$ cat config.mk
export PLATFORM = sky130hd
export DESIGN_NAME = progmem_loader
export DESIGN_NICKNAME = d
export VERILOG_FILES = /design/src/rtl/progmem_loader.sv
export SDC_FILE = /design/constraint.sdc
export NUM_CORES = 1
export LEC_CHECK = 0
export ABC_AREA = 1
export BUFFER_PORTS_ARGS = -buffer_cell sky130_fd_sc_hd__buf_4
export CAP_MARGIN = 30
export CORE_ASPECT_RATIO = 1.4
export CORE_UTILIZATION = 40
export CTS_CLUSTER_SIZE = 10
export DETAILED_ROUTE_END_ITERATION = 12
export PLACE_DENSITY = 0.69
export SLEW_MARGIN = 15
export SYNTH_ARGS = -nofsm -noshare
export SYNTH_HDL_FRONTEND = slang
export SYNTH_SLANG_ARGS = --single-unit
export TNS_END_PERCENT = 30
$ cat constraint.sdc
create_clock -name clk -period 2.9 [get_ports clk]
set_input_delay 0.29 -clock clk [delete_from_list [all_inputs] [get_ports clk]]
set_output_delay 0.29 -clock clk [all_outputs]
set_load 0.05 [all_outputs]
$ cat src/rtl/progmem_loader.sv
// progmem_loader: boot loader that turns a framed byte stream into program memory writes and holds the core until a frame verifies
// Ports: clk, rst (async, active-high); in_data/in_valid/in_ready byte stream input;
//   pm_we/pm_addr/pm_wdata program memory write port; core_hold halts the core;
//   done/error report the outcome of the last frame.
module progmem_loader #(
  parameter int PROG_WIDTH = 11,
  parameter int ADDR_WIDTH = 8,
  parameter logic [7:0] SYNC_BYTE = 8'hA5
) (
  input  logic                  clk,
  input  logic                  rst,
  input  logic [7:0]            in_data,
  input  logic                  in_valid,
  output logic                  in_ready,
  output logic                  pm_we,
  output logic [ADDR_WIDTH-1:0] pm_addr,
  output logic [PROG_WIDTH-1:0] pm_wdata,
  output logic                  core_hold,
  output logic                  done,
  output logic                  error
);
  typedef enum logic [2:0] {IDLE, LEN, HI, LO, CSUM, DONE, ERR} state_t;
  state_t state_q, state_d;
  logic [8:0] len_q, len_d, idx_q, idx_d;
  logic [7:0] sum_q, sum_d;
  logic [2:0] op_q, op_d;
  logic [ADDR_WIDTH-1:0] addr_q, addr_d;
  logic [PROG_WIDTH-1:0] wdata_q, wdata_d;
  logic rdy_q, we_q, we_d, hold_q, hold_d, done_q, done_d, err_q, err_d, xfer;
  assign xfer = in_valid && rdy_q;
  always_comb begin
    state_d = state_q;
    len_d   = len_q;
    idx_d   = idx_q;
    sum_d   = sum_q;
    op_d    = op_q;
    addr_d  = addr_q;
    wdata_d = wdata_q;
    we_d    = 1'b0;
    hold_d  = hold_q;
    done_d  = done_q;
    err_d   = err_q;
    if (xfer) begin
      case (state_q)
        LEN: begin
          // a zero LEN byte becomes 256 via the ninth bit
          len_d   = {in_data == 8'd0, in_data};
          idx_d   = '0;
          sum_d   = in_data;
          state_d = HI;
        end
        HI: begin
          op_d    = in_data[2:0];
          sum_d   = sum_q + in_data;
          err_d   = |in_data[7:3];
          state_d = |in_data[7:3] ? ERR : LO;
        end
        LO: begin
          sum_d   = sum_q + in_data;
          we_d    = 1'b1;
          addr_d  = ADDR_WIDTH'(idx_q);
          wdata_d = PROG_WIDTH'({op_q, in_data});
          idx_d   = idx_q + 9'd1;
          state_d = (idx_q + 9'd1 == len_q) ? CSUM : HI;
        end
        CSUM: begin
          done_d  = in_data == sum_q;
          err_d   = in_data != sum_q;
          hold_d  = in_data != sum_q;
          state_d = in_data == sum_q ? DONE : ERR;
        end
        default: if (in_data == SYNC_BYTE) begin
          state_d = LEN;
          hold_d  = 1'b1;
          done_d  = 1'b0;
          err_d   = 1'b0;
        end
      endcase
    end
  end
  always_ff @(posedge clk or posedge rst) begin
    if (rst) begin
      state_q <= IDLE;
      len_q   <= '0;
      idx_q   <= '0;
      sum_q   <= '0;
      op_q    <= '0;
      addr_q  <= '0;
      wdata_q <= '0;
      rdy_q   <= 1'b0;
      we_q    <= 1'b0;
      hold_q  <= 1'b1;
      done_q  <= 1'b0;
      err_q   <= 1'b0;
    end else begin
      state_q <= state_d;
      len_q   <= len_d;
      idx_q   <= idx_d;
      sum_q   <= sum_d;
      op_q    <= op_d;
      addr_q  <= addr_d;
      wdata_q <= wdata_d;
      rdy_q   <= 1'b1;
      we_q    <= we_d;
      hold_q  <= hold_d;
      done_q  <= done_d;
      err_q   <= err_d;
    end
  end
  assign in_ready  = rdy_q;
  assign pm_we     = we_q;
  assign pm_addr   = addr_q;
  assign pm_wdata  = wdata_q;
  assign core_hold = hold_q;
  assign done      = done_q;
  assign error     = err_q;
endmodule

After elaboration in Yosys (flattened, before gate mapping)
Cells that the tools add are included.

word-level totals
  bits in registers = 56
  latch bits = 0
  RAM bits = 0
  memory bits (read-only) = 0
  input port bits = 11
  output and inout bits = 24
  word-level logic and storage cells = 57
  memories = 0

cells by class
  add/subtract/negate cells = 2
  $mul = 0
  divide/modulo/power cells = 0
  magnitude comparators = 0
  eq/ne operators = 8
  shifts and indexed selects = 0
  multiplexer cells = 14
  bitwise operators = 2
  reduce and logical (&&, ||, !) cells = 19

operator list
  kind                                                              count
  9-bit case mux with 2 select lines                                1
  8-bit case mux with 2 select lines                                1
  3-bit case mux with 4 select lines                                1
  2-bit AND reduction                                               6
  9-bit by 1-bit adder with 9-bit output (second input constant)    1
  9-bit == test                                                     1
  3-bit 2-to-1 mux                                                  3
  8-bit adder                                                       1
  8-bit == test                                                     1
  8-bit == test (second input constant)                             1
  8-bit zero test                                                   1
  8-bit != test                                                     1
  3-bit by 2-bit == test with 1-bit output (second input constant)  2
  3-bit AND reduction                                               2
  2-bit nonzero test                                                3
  5-bit nonzero test                                                1
  5-bit OR reduction                                                1
  1-bit 2-to-1 mux                                                  4
  1-bit case mux with 2 select lines                                2
  2-bit OR reduction                                                2
  3-bit by 1-bit == test with 1-bit output (second input constant)  1
  3-bit == test (second input constant)                             1
  1-bit case mux with 3 select lines                                1
  3-bit nonzero test                                                1
  other kinds (4)                                                   5

Depth between registers and ports, before layout
  depth in word-level cells = 4
  depth in mapped cells = 14
  mapped depth without buffers = 14

Worst setup path before layout
OpenSTA, ideal clock, no wires.

  kind = register to register
  from = register rdy_q (netlist: in_ready)
  to = register addr_q[6] (netlist: pm_addr[6])
  setup time = 0.120 ns
  arrival = 1.638 ns
  data required time = 2.780 ns
  path slack = 1.142 ns
  cell stages (with the launch flop) = 9
  buffers on the path = 1
  clock period less this slack = 1.758 ns
  cells stage by stage = dfrtp_1 nand2_1 nor2_8 inv_4 nor2_8 inv_4 buf_6 nand2_1 o21ai_2

on the way
  word-level cells in the longest chain between the ends = 2

ends and longest elaborated chain
  element                               RTL line  RTL
  start, declared                       29        logic rdy_q, we_q, we_d, hold_q, hold_d, done_q, done_d, err_q, err_d, xfer;
  start signal, assigned                90        rdy_q <= 1'b0;
  start signal, assigned                103       rdy_q <= 1'b1;
  1-bit logical AND                     30        assign xfer = in_valid && rdy_q;
  2-bit AND reduction (no source line)  --
  end signal, assigned                  101       addr_q <= addr_d;
  end, declared                         27        logic [ADDR_WIDTH-1:0] addr_q, addr_d;

No other way between the ends.
A chain may end at the register's enable or synchronous reset.

Final worst setup path
  from = register idx_q[0]
  to = register state_q[1]

on the way
  word-level cells in the longest chain between the ends = 4

ends and longest elaborated chain
  element                                 RTL line  RTL
  start, declared                         24        logic [8:0] len_q, len_d, idx_q, idx_d;
  start signal, assigned                  98        idx_q <= idx_d;
  9-bit by 1-bit adder with 9-bit output  64        state_d = (idx_q + 9'd1 == len_q) ? CSUM : HI;
  9-bit == test                           64
  3-bit 2-to-1 mux                        64
  3-bit case mux with 4 select lines      44        case (state_q)
  end signal, assigned                    96        state_q <= state_d;
  end, declared                           23        state_t state_q, state_d;

No other way between the ends.

==> impl_metrics.yaml <==
status:
  status: "complete, no violations"
floorplanning:
  dieArea_mm2: 0.007789
  dieHeight_um: 104.0
  core_mm2: 0.007072
  initial_utilization_pct: 42.06
  rows: 36
  die_w_um: 74.88
  io_pins: 35
setup_path:
  crit_buf_inv: 0
  worst_path_most_repeated_cell: "nand2_1"
  worst-path-stages: 14
  reg2regPathDepth: 14
  slowest_stage: "dfrtp_1"
  cp_slowest_stage_delay_ps: 480
  cp-start-kind: "flop"
  cp.arrival_ps: 2110
  worstPathMaxFanout: 6
  cp.required_ps: 3110
  path_class: "reg -> reg"
  critPathCaptureType: "flop"
  critPathTopFamily: "simple AND/OR/NAND/NOR gates"
  crit_chain: "ha_1 -> nand2_2 -> nor2_2 -> nand2_1 -> nand2_1 -> nand2_1 -> nand2_1 -> nand2_1 -> nor2_2 -> nand3_1 -> nand2_1 -> nand2_1 -> nand2_1 -> nand2_1"
finish:
  postLayoutCellArea_mm2: 0.003416
  fin_cells: 497
  final_nets: 421
  drive_above_1_share_pct: 17.16
  syn_to_final_growth_pct: 14.85
  num_antenna_cells: 0
power:
  swShare_pct: 46.99
  peakVddDrop_mv: 0.6670
  power_frac_comb_pct: 50.8
  p_int_w: 0.002044
  p_leak_nw: 1.691
  switchingPower_w: 0.001812
  seq_power_share_pct: 35.6
  power_frac_clock_pct: 13.5
  power_density_mw_per_mm2: 1129
synthesis:
  seq_area_frac_synth_pct: 47.16
  netlist_instances: 364
  syn-num-nets: 384
  netlist_area_mm2: 0.002974
  ys_warn_count: 0
  synth_seq_cells: 56
  ys_types: 35
  synth.avg_cell_area_um2: 8.171
placement:
  io_buffers: 34
  dp_hpwl_um: 4833
  gp_congestion: 0.9042
  dpl_cell_area_mm2: 0.003309
  placed_cells: 489
sta:
  max_slew.worst_pin.slew_ps: 721.2
  min_period_ps: 1896
  holdWs_ps: 161.9
  setup_violations: 0
  maxSlewHeadroom_pct: 51.92
  rsz0062_at_grt: "false"
  finalHoldViolCount: 0
  final_max_slew_viol_count: 0
  final.setup.tns_ps: 0
  max_freq_mhz: 527.3
  finalCritPeriodShare_pct: 65.39
  fin_worst_skew_ps: 13.89
detailed_routing:
  drc: 0
  routed_via_density: 4.940
  wire_per_inst_um: 13.07
  dr_total_vias: 2455
  routed_wl_um: 6495
  first_pass_iters: 4
  drt_iter0_drc: 101
  final_antenna_net_count: 0
clock_network:
  cts-htree-levels: 2
  cts_made_buffers: 5
  cts_hold_buf: 0
  cts_root_buf: "clkbuf_8"
  clk_pin_slew_worst_paths_ps: 110
  clockBufferDepth: 2
  postCtsSetupRepairBufs: 0
  insertion_delay_ps: 310
  cts_num_sinks: 56
  cts_tree: "done"
  post_cts_resized: 0
worst_hold_path:
  hold_class: "in -> async"
job:
  max_cap_viol_count: 0
global_routing:
  grt_max_degree: 57
  grtUsageTotal_pct: 19.03
  grt_first_pass_wirelength_um: 11430
  antenna_found_initial: 0
  grt_pass1_vias: 2493
  grt.overflow.total: 0
[worst reg2reg max path: stages, from the launching register on]
cell and delay [ps]:
dfrtp_1 480, ha_1 260, nand2_2 100, nor2_2 180, nand2_1 90, nand2_1 60, nand2_1 100, nand2_1 70
nand2_1 60, nor2_2 100, nand3_1 80, nand2_1 80, nand2_1 50, nand2_1 50, nand2_1 40
[sequential cells by signal, indices dropped and copies added, names as in the netlist]
signal	flops
sum_q	8
state_q	3
in_ready	1
op_q	3
idx_q	9
pm_addr	8
core_hold	1
len_q	9
error	1
done	1
pm_wdata	11
pm_we	1
[synth_stat cells]
library cell / count / area (µm²)
xnor2_1: 5 / 43.79
nand3b_1: 3 / 22.52
nand3_1: 18 / 90.09
o22a_1: 1 / 8.760
clkbuf_1: 1 / 3.750
nand4_1: 7 / 43.79
fa_1: 1 / 20.02
buf_2: 1 / 5.000
nand2_2: 1 / 6.260
nor2_2: 3 / 18.77
nor2_4: 2 / 22.52
o21ai_1: 9 / 45.04
dfstp_2: 1 / 26.28
inv_2: 4 / 15.01
inv_4: 2 / 12.51
conb_1: 1 / 3.750
nor3_1: 1 / 5.000
o21ai_2: 9 / 78.83
nor3_2: 1 / 10.01
o211ai_1: 1 / 7.510
a31oi_1: 2 / 12.51
buf_6: 4 / 45.04
ha_1: 8 / 100.1
o21ai_0: 24 / 120.1
o21a_1: 1 / 7.510
dfrtp_1: 55 / 1376
a21oi_1: 15 / 75.07
nand2_1: 105 / 394.1
nor4_1: 1 / 6.260
o22ai_1: 8 / 50.05
inv_1: 39 / 146.4
nor2_8: 2 / 40.04
or2_2: 1 / 6.260
nor2_1: 26 / 97.59
o21bai_1: 1 / 7.510
[metal layers]
| layer | routed length (µm) | GRT usage [%] | share of wire, % |
|---|---|---|---|
| met1 | 2694 | 22.32 | 41 |
| met2 | 3522 | 34.17 | 54 |
| met3 | 157 | 3.101 | 2.4 |
| met4 | 121 | 5.930 | 1.9 |
| met5 | 0 | 0 | 0 |
[path summary, 6_finish.rpt]
check / end / startpoint / slack [ps]
max: state_q[1] / idx_q[0] / 1000
min in group clk: len_q[3] / in_data[3] / 220
max reg2reg: state_q[1] / idx_q[0] / 1000
max in group asynchronous: sum_q[6] / rst / 2240
min reg2reg: op_q[1] / op_q[1] / 490
min: pm_addr[1] / rst / 160
[power by group through the flow]
stage	Clock, W	Sequential [W]	Combinational, W
final	0.000522	0.00137	0.00196
after global routing	0.000555	0.00142	0.00220
after CTS	0.000525	0.00137	0.00197
after detailed placement	0	0.00139	0.00197
after global placement	0	0.00137	0.00194
after floorplan	0	0.00179	0.00107
[placed cells by master, fill, tap and decap left out, drive strengths merged]
master  synthesis  layout
o211ai          1       1
nand2         106     106
or2             1       1
buf             5      36
a21oi          15      15
nand3          18      18
o21a            1       1
nor4            1       1
clkbuf          1       7
ha              8       8
xnor2           5       5
o21bai          1       1
nor2           33      33
fa              1       1
conb            1       1
o21ai          42      42
nor3            2       2
nand3b          3       3
a31oi           2       2
dfstp           1       1
o22a            1       1
o22ai           8       8
bufinv          0       1
dfrtp          55      55
inv            45      45
nand4           7       7
[cell type report]
cell class,instances,area [µm²]
repair buffers,36,270.3
clock inverters,1,30.03
fillers,723,3656
clock buffers,7,76.32
well taps,95,118.9
multi-input cells,257,1344
inverters,45,173.9
flip-flops and latches,56,1403
[through the flow]
| stage | util, % | power, W | setup WS (ps) |
|---|---|---|---|
| 2_1_floorplan | - | 0.002855 | 1142 |
| 3_3_place_gp | 46.80 | 0.003309 | 1023 |
| 3_5_place_dp | 46.80 | 0.003353 | 1021 |
| 4_1_cts | 48.30 | 0.003871 | 994.5 |
| 5_1_grt | 48.30 | 0.004169 | 774.1 |
| 6_report | 48.30 | 0.003856 | 1004 |
[cell families after synthesis]
| group | synth area share, % |
|---|---|
| AOI/OAI and AO/OA | 13.88 |
| xor gates and xnor gates | 1.472 |
| adders and majority gates | 4.039 |
| buffers and inverters | 7.656 |
| DFF | 47.16 |
| other | 0.1261 |
| and+or+nand+nor | 25.66 |
(Power assumes the default switching activity.)
